===== config.mk =====
export PLATFORM = sky130hd
export DESIGN_NAME = cv32e40p_ft_fault_injector
export DESIGN_NICKNAME = d
export VERILOG_FILES = /design/src/rtl/cv32e40p_ft_pkg.sv /design/src/rtl/cv32e40p_ft_lfsr.sv /design/src/rtl/cv32e40p_ft_fault_injector.sv
export SDC_FILE = /design/constraint.sdc
export NUM_CORES = 1
export LEC_CHECK = 0
export ABC_AREA = 1
export BUFFER_PORTS_ARGS = -buffer_cell sky130_fd_sc_hd__buf_2
export CORE_MARGIN = 4
export CORE_UTILIZATION = 40
export DETAILED_ROUTE_END_ITERATION = 10
export GPL_TIMING_DRIVEN = 0
export HOLD_SLACK_MARGIN = 0.15
export PLACE_DENSITY = 0.71
export SLEW_MARGIN = 20
export SYNTH_ARGS = -nofsm -noshare
export SYNTH_HDL_FRONTEND = slang
export SYNTH_HIERARCHICAL = 1
export SYNTH_SLANG_ARGS = --single-unit

===== constraint.sdc =====
create_clock -name clk -period 3.1 [get_ports clk]
set_input_delay 0.465 -clock clk [delete_from_list [all_inputs] [get_ports clk]]
set_output_delay 0.465 -clock clk [all_outputs]
set_load 0.01 [all_outputs]

===== src/rtl/cv32e40p_ft_pkg.sv =====
// Shared types and constants for the fault-tolerant test wrapper blocks.
// The fault injector uses its state encoding, LFSR polynomial and
// replica rotation helper from here.
package cv32e40p_ft_pkg;

    // Fault injector sequencing states
    typedef enum logic [1:0] {
        FINJ_IDLE   = 2'd0,
        FINJ_DELAY  = 2'd1,
        FINJ_INJECT = 2'd2,
        FINJ_GAP    = 2'd3
    } finj_state_e;

    // Galois right-shift tap mask for x^32 + x^22 + x^2 + x + 1
    localparam logic [31:0] FINJ_LFSR_POLY = 32'h8020_0003;

    // Replica selector value meaning "rotate 0,1,2,0..."
    localparam logic [1:0] FINJ_REPLICA_ROTATE = 2'd3;

    // Next replica in the rotation sequence 0 -> 1 -> 2 -> 0
    function automatic logic [1:0] finj_rotate_next(input logic [1:0] cur);
        logic [1:0] nxt;
        case (cur)
            2'd0:    nxt = 2'd1;
            2'd1:    nxt = 2'd2;
            default: nxt = 2'd0;
        endcase
        return nxt;
    endfunction

endpackage


===== src/rtl/cv32e40p_ft_lfsr.sv =====
// Free-running Galois LFSR. Only the low OUT_W bits are exported because
// consumers use the state as a small random index.
module cv32e40p_ft_lfsr
    import cv32e40p_ft_pkg::*;
#(
    parameter int unsigned     WIDTH = 32,
    parameter logic [WIDTH-1:0] POLY = FINJ_LFSR_POLY,
    parameter logic [WIDTH-1:0] SEED = 32'hACE1_2468,
    parameter int unsigned     OUT_W = 5
) (
    input  logic             clk,
    input  logic             rst,
    input  logic             en,
    output logic [OUT_W-1:0] value
);

    logic [WIDTH-1:0] state_r;

    // Shift right; when a one falls out of bit 0, fold in the tap mask
    always_ff @(posedge clk) begin
        if (rst) begin
            state_r <= SEED;
        end else if (en) begin
            state_r <= {1'b0, state_r[WIDTH-1:1]} ^ (state_r[0] ? POLY : {WIDTH{1'b0}});
        end else begin
            state_r <= state_r;
        end
    end

    assign value = state_r[OUT_W-1:0];

endmodule


===== src/rtl/cv32e40p_ft_fault_injector.sv =====
// Programmable per-replica bit-flip generator for the triplicated outputs
// of a fault-tolerant unit. It corrupts at most one replica per cycle so
// the downstream voter always has a clean majority, while still driving
// its error flag and the breakage counters through their ranges.
module cv32e40p_ft_fault_injector
    import cv32e40p_ft_pkg::*;
#(
    parameter int unsigned WIDTH     = 32,
    parameter int unsigned DELAY_BIT = 16,
    parameter int unsigned COUNT_BIT = 8,
    parameter logic [31:0] LFSR_SEED = 32'hACE1_2468
) (
    input  logic                 clk,
    input  logic                 rst,
    input  logic                 cfg_valid_i,
    output logic                 cfg_ready_o,
    input  logic [1:0]           cfg_replica_i,
    input  logic [WIDTH-1:0]     cfg_mask_i,
    input  logic [DELAY_BIT-1:0] cfg_delay_i,
    input  logic [COUNT_BIT-1:0] cfg_duration_i,
    input  logic [COUNT_BIT-1:0] cfg_repeat_i,
    input  logic [DELAY_BIT-1:0] cfg_gap_i,
    input  logic                 abort_i,
    output logic [3*WIDTH-1:0]   flip_mask_o,
    output logic                 active_o,
    output logic                 done_o,
    output logic [COUNT_BIT-1:0] inj_count_o
);

    localparam int unsigned IDX_W = $clog2(WIDTH);

    localparam logic [DELAY_BIT-1:0] DLY_ZERO  = {DELAY_BIT{1'b0}};
    localparam logic [DELAY_BIT-1:0] DLY_ONE   = {{(DELAY_BIT-1){1'b0}}, 1'b1};
    localparam logic [COUNT_BIT-1:0] CNT_ZERO  = {COUNT_BIT{1'b0}};
    localparam logic [COUNT_BIT-1:0] CNT_ONE   = {{(COUNT_BIT-1){1'b0}}, 1'b1};
    localparam logic [COUNT_BIT-1:0] CNT_MAX   = {COUNT_BIT{1'b1}};
    localparam logic [WIDTH-1:0]     MASK_ZERO = {WIDTH{1'b0}};
    localparam logic [WIDTH-1:0]     MASK_ONE  = {{(WIDTH-1){1'b0}}, 1'b1};
    localparam logic [3*WIDTH-1:0]   FLIP_ZERO = {(3*WIDTH){1'b0}};

    // Sequencer state and latched configuration
    finj_state_e          state_r;
    logic [WIDTH-1:0]     cfg_mask_r;
    logic [1:0]           cfg_replica_r;
    logic [COUNT_BIT-1:0] cfg_duration_r;
    logic [COUNT_BIT-1:0] cfg_repeat_r;
    logic [DELAY_BIT-1:0] cfg_gap_r;

    // Counters and registered outputs
    logic [DELAY_BIT-1:0] delay_cnt_r;
    logic [DELAY_BIT-1:0] gap_cnt_r;
    logic [COUNT_BIT-1:0] dur_cnt_r;
    logic [COUNT_BIT-1:0] rep_cnt_r;
    logic [COUNT_BIT-1:0] inj_count_r;
    logic [1:0]           rot_r;
    logic [3*WIDTH-1:0]   flip_r;
    logic                 active_r;
    logic                 done_r;

    // Decoded control and next-injection values
    logic [IDX_W-1:0]     lfsr_idx_s;
    logic                 accept_s;
    logic                 abort_s;
    logic                 last_s;
    logic                 enter_inj_s;
    logic [WIDTH-1:0]     eff_mask_s;
    logic [1:0]           eff_replica_s;
    logic [COUNT_BIT-1:0] eff_duration_s;
    logic [1:0]           rot_cur_s;
    logic [COUNT_BIT-1:0] rep_cur_s;
    logic [COUNT_BIT-1:0] inj_cur_s;
    logic [1:0]           target_s;
    logic [1:0]           rot_after_s;
    logic [WIDTH-1:0]     mask_s;
    logic [COUNT_BIT-1:0] dur_load_s;
    logic [COUNT_BIT-1:0] rep_inc_s;
    logic [COUNT_BIT-1:0] inj_inc_s;
    logic [3*WIDTH-1:0]   flip_s;

    cv32e40p_ft_lfsr #(
        .WIDTH (32),
        .POLY  (FINJ_LFSR_POLY),
        .SEED  (LFSR_SEED),
        .OUT_W (IDX_W)
    ) u_lfsr (
        .clk   (clk),
        .rst   (rst),
        .en    (1'b1),
        .value (lfsr_idx_s)
    );

    // Ready only when idle and not being reset
    assign cfg_ready_o = (state_r == FINJ_IDLE) & ~rst;

    // Values loaded on entry to INJECT; at accept time the fresh inputs are used
    always_comb begin
        accept_s       = cfg_valid_i & cfg_ready_o;
        abort_s        = abort_i & (state_r != FINJ_IDLE);
        last_s         = (cfg_repeat_r != CNT_ZERO) & (rep_cnt_r == cfg_repeat_r);
        eff_mask_s     = accept_s ? cfg_mask_i     : cfg_mask_r;
        eff_replica_s  = accept_s ? cfg_replica_i  : cfg_replica_r;
        eff_duration_s = accept_s ? cfg_duration_i : cfg_duration_r;
        rot_cur_s      = accept_s ? 2'd0           : rot_r;
        rep_cur_s      = accept_s ? CNT_ZERO       : rep_cnt_r;
        inj_cur_s      = accept_s ? CNT_ZERO       : inj_count_r;
        target_s       = (eff_replica_s == FINJ_REPLICA_ROTATE) ? rot_cur_s : eff_replica_s;
        rot_after_s    = (eff_replica_s == FINJ_REPLICA_ROTATE) ? finj_rotate_next(rot_cur_s) : rot_cur_s;
        mask_s         = (eff_mask_s != MASK_ZERO) ? eff_mask_s : (MASK_ONE << lfsr_idx_s);
        dur_load_s     = (eff_duration_s == CNT_ZERO) ? CNT_ONE : eff_duration_s;
        inj_inc_s      = (inj_cur_s == CNT_MAX) ? CNT_MAX : inj_cur_s + CNT_ONE;
        rep_inc_s      = (rep_cur_s == CNT_MAX) ? CNT_MAX : rep_cur_s + CNT_ONE;
        flip_s         = FLIP_ZERO;
        case (target_s)
            2'd0:    flip_s[0*WIDTH +: WIDTH] = mask_s;
            2'd1:    flip_s[1*WIDTH +: WIDTH] = mask_s;
            2'd2:    flip_s[2*WIDTH +: WIDTH] = mask_s;
            default: flip_s = FLIP_ZERO;
        endcase
    end

    // Decide whether the coming edge starts a new injection
    always_comb begin
        enter_inj_s = 1'b0;
        case (state_r)
            FINJ_IDLE:   enter_inj_s = accept_s & (cfg_delay_i == DLY_ZERO);
            FINJ_DELAY:  enter_inj_s = ~abort_i & (delay_cnt_r <= DLY_ONE);
            FINJ_INJECT: enter_inj_s = ~abort_i & (dur_cnt_r <= CNT_ONE) & ~last_s & (cfg_gap_r == DLY_ZERO);
            FINJ_GAP:    enter_inj_s = ~abort_i & (gap_cnt_r <= DLY_ONE);
            default:     enter_inj_s = 1'b0;
        endcase
    end

    // Sequencer: state, counters and registered outputs
    always_ff @(posedge clk) begin
        if (rst) begin
            state_r        <= FINJ_IDLE;
            cfg_mask_r     <= MASK_ZERO;
            cfg_replica_r  <= 2'd0;
            cfg_duration_r <= CNT_ZERO;
            cfg_repeat_r   <= CNT_ZERO;
            cfg_gap_r      <= DLY_ZERO;
            delay_cnt_r    <= DLY_ZERO;
            gap_cnt_r      <= DLY_ZERO;
            dur_cnt_r      <= CNT_ZERO;
            rep_cnt_r      <= CNT_ZERO;
            inj_count_r    <= CNT_ZERO;
            rot_r          <= 2'd0;
            flip_r         <= FLIP_ZERO;
            active_r       <= 1'b0;
            done_r         <= 1'b0;
        end else begin
            done_r <= 1'b0;
            if (abort_s) begin
                // Abort drops everything but keeps the injection count visible
                state_r  <= FINJ_IDLE;
                flip_r   <= FLIP_ZERO;
                active_r <= 1'b0;
            end else begin
                case (state_r)
                    FINJ_IDLE: begin
                        if (accept_s) begin
                            cfg_mask_r     <= cfg_mask_i;
                            cfg_replica_r  <= cfg_replica_i;
                            cfg_duration_r <= cfg_duration_i;
                            cfg_repeat_r   <= cfg_repeat_i;
                            cfg_gap_r      <= cfg_gap_i;
                            inj_count_r    <= CNT_ZERO;
                            rep_cnt_r      <= CNT_ZERO;
                            rot_r          <= 2'd0;
                            if (cfg_delay_i != DLY_ZERO) begin
                                state_r     <= FINJ_DELAY;
                                delay_cnt_r <= cfg_delay_i;
                            end
                        end
                    end
                    FINJ_DELAY: begin
                        if (delay_cnt_r > DLY_ONE) begin
                            delay_cnt_r <= delay_cnt_r - DLY_ONE;
                        end
                    end
                    FINJ_INJECT: begin
                        if (dur_cnt_r > CNT_ONE) begin
                            dur_cnt_r <= dur_cnt_r - CNT_ONE;
                        end else if (last_s) begin
                            state_r  <= FINJ_IDLE;
                            flip_r   <= FLIP_ZERO;
                            active_r <= 1'b0;
                            done_r   <= 1'b1;
                        end else if (cfg_gap_r != DLY_ZERO) begin
                            state_r   <= FINJ_GAP;
                            gap_cnt_r <= cfg_gap_r;
                            flip_r    <= FLIP_ZERO;
                            active_r  <= 1'b0;
                        end
                    end
                    FINJ_GAP: begin
                        if (gap_cnt_r > DLY_ONE) begin
                            gap_cnt_r <= gap_cnt_r - DLY_ONE;
                        end
                    end
                    default: begin
                        state_r  <= FINJ_IDLE;
                        flip_r   <= FLIP_ZERO;
                        active_r <= 1'b0;
                    end
                endcase

                // A new injection overrides whatever the state branch chose
                if (enter_inj_s) begin
                    state_r     <= FINJ_INJECT;
                    flip_r      <= flip_s;
                    active_r    <= 1'b1;
                    dur_cnt_r   <= dur_load_s;
                    delay_cnt_r <= DLY_ZERO;
                    gap_cnt_r   <= DLY_ZERO;
                    inj_count_r <= inj_inc_s;
                    rep_cnt_r   <= rep_inc_s;
                    rot_r       <= rot_after_s;
                end
            end
        end
    end

    assign flip_mask_o = flip_r;
    assign active_o    = active_r;
    assign done_o      = done_r;
    assign inj_count_o = inj_count_r;

endmodule


==> out/qor_table.md <==
| Quantity | Reported | Unit |
|:---|:---|:---|
| Startpoint-to-endpoint class of the critical path | flip-flop to flip-flop | - |
| Initial standard-cell utilization of the core | 0.405 | - |
| Startpoint type of the worst setup path | flip-flop | - |
| Largest net degree at the start of global routing | 16 | - |
| Startpoint of the lowest-slack register-to-register path | state_r[1] | - |
| Synth area leader | sky130_fd_sc_hd__dfxtp_1 | - |
| Crit-path cells | nor2_2 -> nand3_4 -> buf_4 -> clkbuf_4 -> buf_4 -> nand2_1 -> inv_1 -> ha_1 -> nand3_1 -> nor4_4 -> buf_4 -> o21ai_0 -> a21oi_1 | - |
| Number of distinct standard cells referenced by the synthesized netlist | 35 | - |
| Ratio of total power to cell area | 799 | nW/um2 |
| Worst Path Required | 3.59 | ns |
| Share of flip-flops with an asynchronous set or reset | 0 | - |
| Leakage | 7.23 | nW |
| Port Buf Inserts | 191 | - |
| Largest cells by area after synthesis | sky130_fd_sc_hd__dfxtp_1, sky130_fd_sc_hd__nand2_1, sky130_fd_sc_hd__nand3_1 | - |
| RSZ-0062 raised after global routing | no | - |
| CP Capture Type | flip-flop | - |
| Critical path data arrival time | 3.33 | ns |
| Transition time at the pin with the least slew margin | 0.764 | ns |
| Vias in the first global route | 12900 | - |
| Average via count per standard cell | 5.31 | - |
| Initial antenna violation count | 5 | - |
| Clk root buf | sky130_fd_sc_hd__clkbuf_16 | - |
| Drt initial violations | 1228 | - |
| Std-Cell Rows | 65 | - |
| Worst path slowest cell | sky130_fd_sc_hd__dfxtp_1 | - |
| Post-CTS clock slew at the launch and capture registers of the worst setup and hold paths | 0.07 | ns |
| Worst vdd rail ir drop | 447 | uV |
| Number of flip-flops and latches in the synthesized netlist | 256 | - |
| Pins over their slew limit | 0 | - |
| Main synth FF type | sky130_fd_sc_hd__dfxtp_1 | - |
| Fraction of final layout cells sized beyond drive strength 1 | 0.146 | - |
| Number of nets in the layout | 2276 | - |
| Post-Syn Area per Cell | 6.56 | um2 |
| Number of clock sinks | 256 | - |
| Count leader, synth | sky130_fd_sc_hd__nand2_1 | - |
| Yosys warning total | 6 | - |
| Die Ht | 187 | um |
| Antenna-violating nets left | 0 | - |
| Launch instance of the worst min-delay path | rst | - |
| GRT Residual Overflow | 0 | - |
| Global router's overall resource usage | 0.232 | - |
| Power consumption | 12.2 | mW |
| Area grow syn2layout | 20.2 | % |
| EDFF count, synth | 0 | - |
| Max clock buf depth | 3 | - |
| Count of maximum capacitance violations | 0 | - |
| Portion of synthesized cell area occupied by the leading cell type | 0.402 | - |
| Chip Width | 187 | um |
| Total setup violations reported at the end of the flow | 0 | - |
| Share of the yosys chip area belonging to registers | 0.402 | - |
| Global-route wire length before repair | 67.3 | mm |
| TritonCTS clock tree | yes | - |
| Average routed wire per standard cell | 16.3 | um |
| TritonCTS buffer count | 28 | - |
| Last weighted congestion value of the routability-driven placer | 0.919 | - |
| Fill count | 3221 | - |
| Top cells by count, synth | sky130_fd_sc_hd__nand2_1, sky130_fd_sc_hd__nand3_1, sky130_fd_sc_hd__nor2_1, sky130_fd_sc_hd__dfxtp_1, sky130_fd_sc_hd__a21oi_1 | - |
| Clock insertion delay at the later pin of the skew report | 0.57 | ns |
| Pre-antenna DRT Iters | 7 | - |
| Fin worst setup slack | 0.255 | ns |
| Instance count of the mapped netlist | 1942 | - |
| Number of levels the H-tree was split into | 1 | - |
| Result of the run | complete, no violations | - |
| Flop2flop setup slack | 0.26 | ns |
| Worst setup slack after placement | -0.480 | ns |
| Cell area after synthesis | 12700 | um2 |
| Largest clock skew in the final design | 0.0190 | ns |
| Final critical path time including I/O delays and setup | 2.84 | ns |
| Setup crit start | state_r[1] | - |
| Most Frequent Cell on Critical Path | sky130_fd_sc_hd__buf_4 | - |
| Peak Freq | 0.352 | GHz |
| Count of final hold-check violations | 0 | - |
| IO Pins | 193 | - |
| Number of design rule violations left after detail routing | 0 | - |
| Floorplan core area | 31500 | um2 |
| Largest fanout on the critical path | 19 | - |
| Max_slew headroom | 0.486 | - |
| CP peak stage delay | 0.43 | ns |
| Final wirelength | 42.4 | mm |
| Half-perimeter wire length after placement | 31.9 | mm |
| Type of the tightest min-delay check | primary input to flip-flop | - |
| Detailed-route via count | 13900 | - |
| Share of the cycle needed by the critical path after routing | 0.918 | - |
| Die outline area | 34800 | um2 |
| Final hold slack | 0.174 | ns |
## final timing paths
kind | end | cells after the start
max reg2reg | inj_count_o[2] | 13
min | u_lfsr/state_r[22] | 3
max | inj_count_o[2] | 13
min reg2reg | u_lfsr/state_r[6] | 2
## metrics by stage
step / cell area (um2) / util / instances / TNS [ns]
after floorplan: 12800 / - / 1948 / 0
after global placement: 14200 / 0.452 / 2541 / -5.68
after detailed placement: 14200 / 0.452 / 2541 / -6.97
after CTS: 15300 / 0.486 / 2607 / 0
after global routing: 15300 / 0.487 / 2610 / 0
final: 15300 / 0.487 / 2610 / 0
## cell usage in the layout (no fill, tap or decap), drive strengths merged, types with 7 or more instances in the layout
cell type | netlist | final
nand3 | 298 | 298
inv | 158 | 159
ha | 8 | 8
a31oi | 7 | 7
clkinv | 0 | 10
nor2 | 271 | 271
nor3 | 11 | 11
xor2 | 16 | 16
xnor2 | 11 | 11
a21oi | 166 | 166
nand4 | 49 | 49
buf | 69 | 259
o21ai | 97 | 97
nand2 | 445 | 445
clkbuf | 61 | 102
dlygate4sd3 | 0 | 12
conb | 1 | 7
dfxtp | 256 | 256
## kinds of logic after synthesis
group | synth area share
muxes | 0.00393
adders and majority gates | 0.00785
other | 0.000294
AOI/OAI and AO/OA | 0.110
and+or+nand+nor | 0.364
buffers and inverters | 0.0936
xor gates and xnor gates | 0.0186
DFF | 0.402
## where the power goes
part | total (mW) | switching [mW] | internal [mW]
clock network | 3.32 | 1.45 | 1.87
registers | 4.03 | 0.331 | 3.69
logic | 4.90 | 3.40 | 1.50
## worst max-delay path, delay by kind of cell, from the launching register on
family | cells | cell delay [ns]
buffers and inverters | 5 | 1.05
AND/OR/NAND/NOR | 5 | 0.82
flip-flops | 1 | 0.43
AO/OA/AOI/OAI | 2 | 0.27
adder cells (fa/ha/maj) | 1 | 0.19
## registers in the layout, indices dropped and copies added (netlist names)
register,count
active_o,1
rot_r,2
gap_cnt_r,16
rep_cnt_r,8
cfg_gap_r,16
cfg_repeat_r,8
cfg_duration_r,8
dur_cnt_r,8
cfg_mask_r,32
cfg_replica_r,2
state_r,2
flip_mask_o,96
inj_count_o,8
delay_cnt_r,16
done_o,1
u_lfsr/state_r,32
## repair_timing
action	CTS	global route
hold buffers	12	0
gates resized for setup	3	5
setup buffers	2	0
setup endpoints to repair	16	25
pin swaps	1	0
endpoints found under the hold margin	12	0
## routing by layer
| metal | up-vias | GRT usage | routed length (um) |
|---|---|---|---|
| met3 | 107 | 0.0339 | 3070 |
| met5 | - | 0 | 12 |
| li1 | 6811 | - | - |
| met1 | 6380 | 0.321 | 18800 |
| met4 | 2 | 0.0825 | 1490 |
| met2 | 562 | 0.373 | 19000 |
## layout make-up
class	instances	area, um2	share of cell area
inverter	158	593	0.0387
clock inverter	13	105	0.00686
sequential	256	5120	0.335
antenna	4	10.0	0.000653
multi-input combinational	1404	6470	0.422
tap	402	503	0.0328
timing repair buffer	205	1090	0.0712
buffer	129	604	0.0394
clock buffer	39	822	0.0537
(Power assumes the default switching activity.)
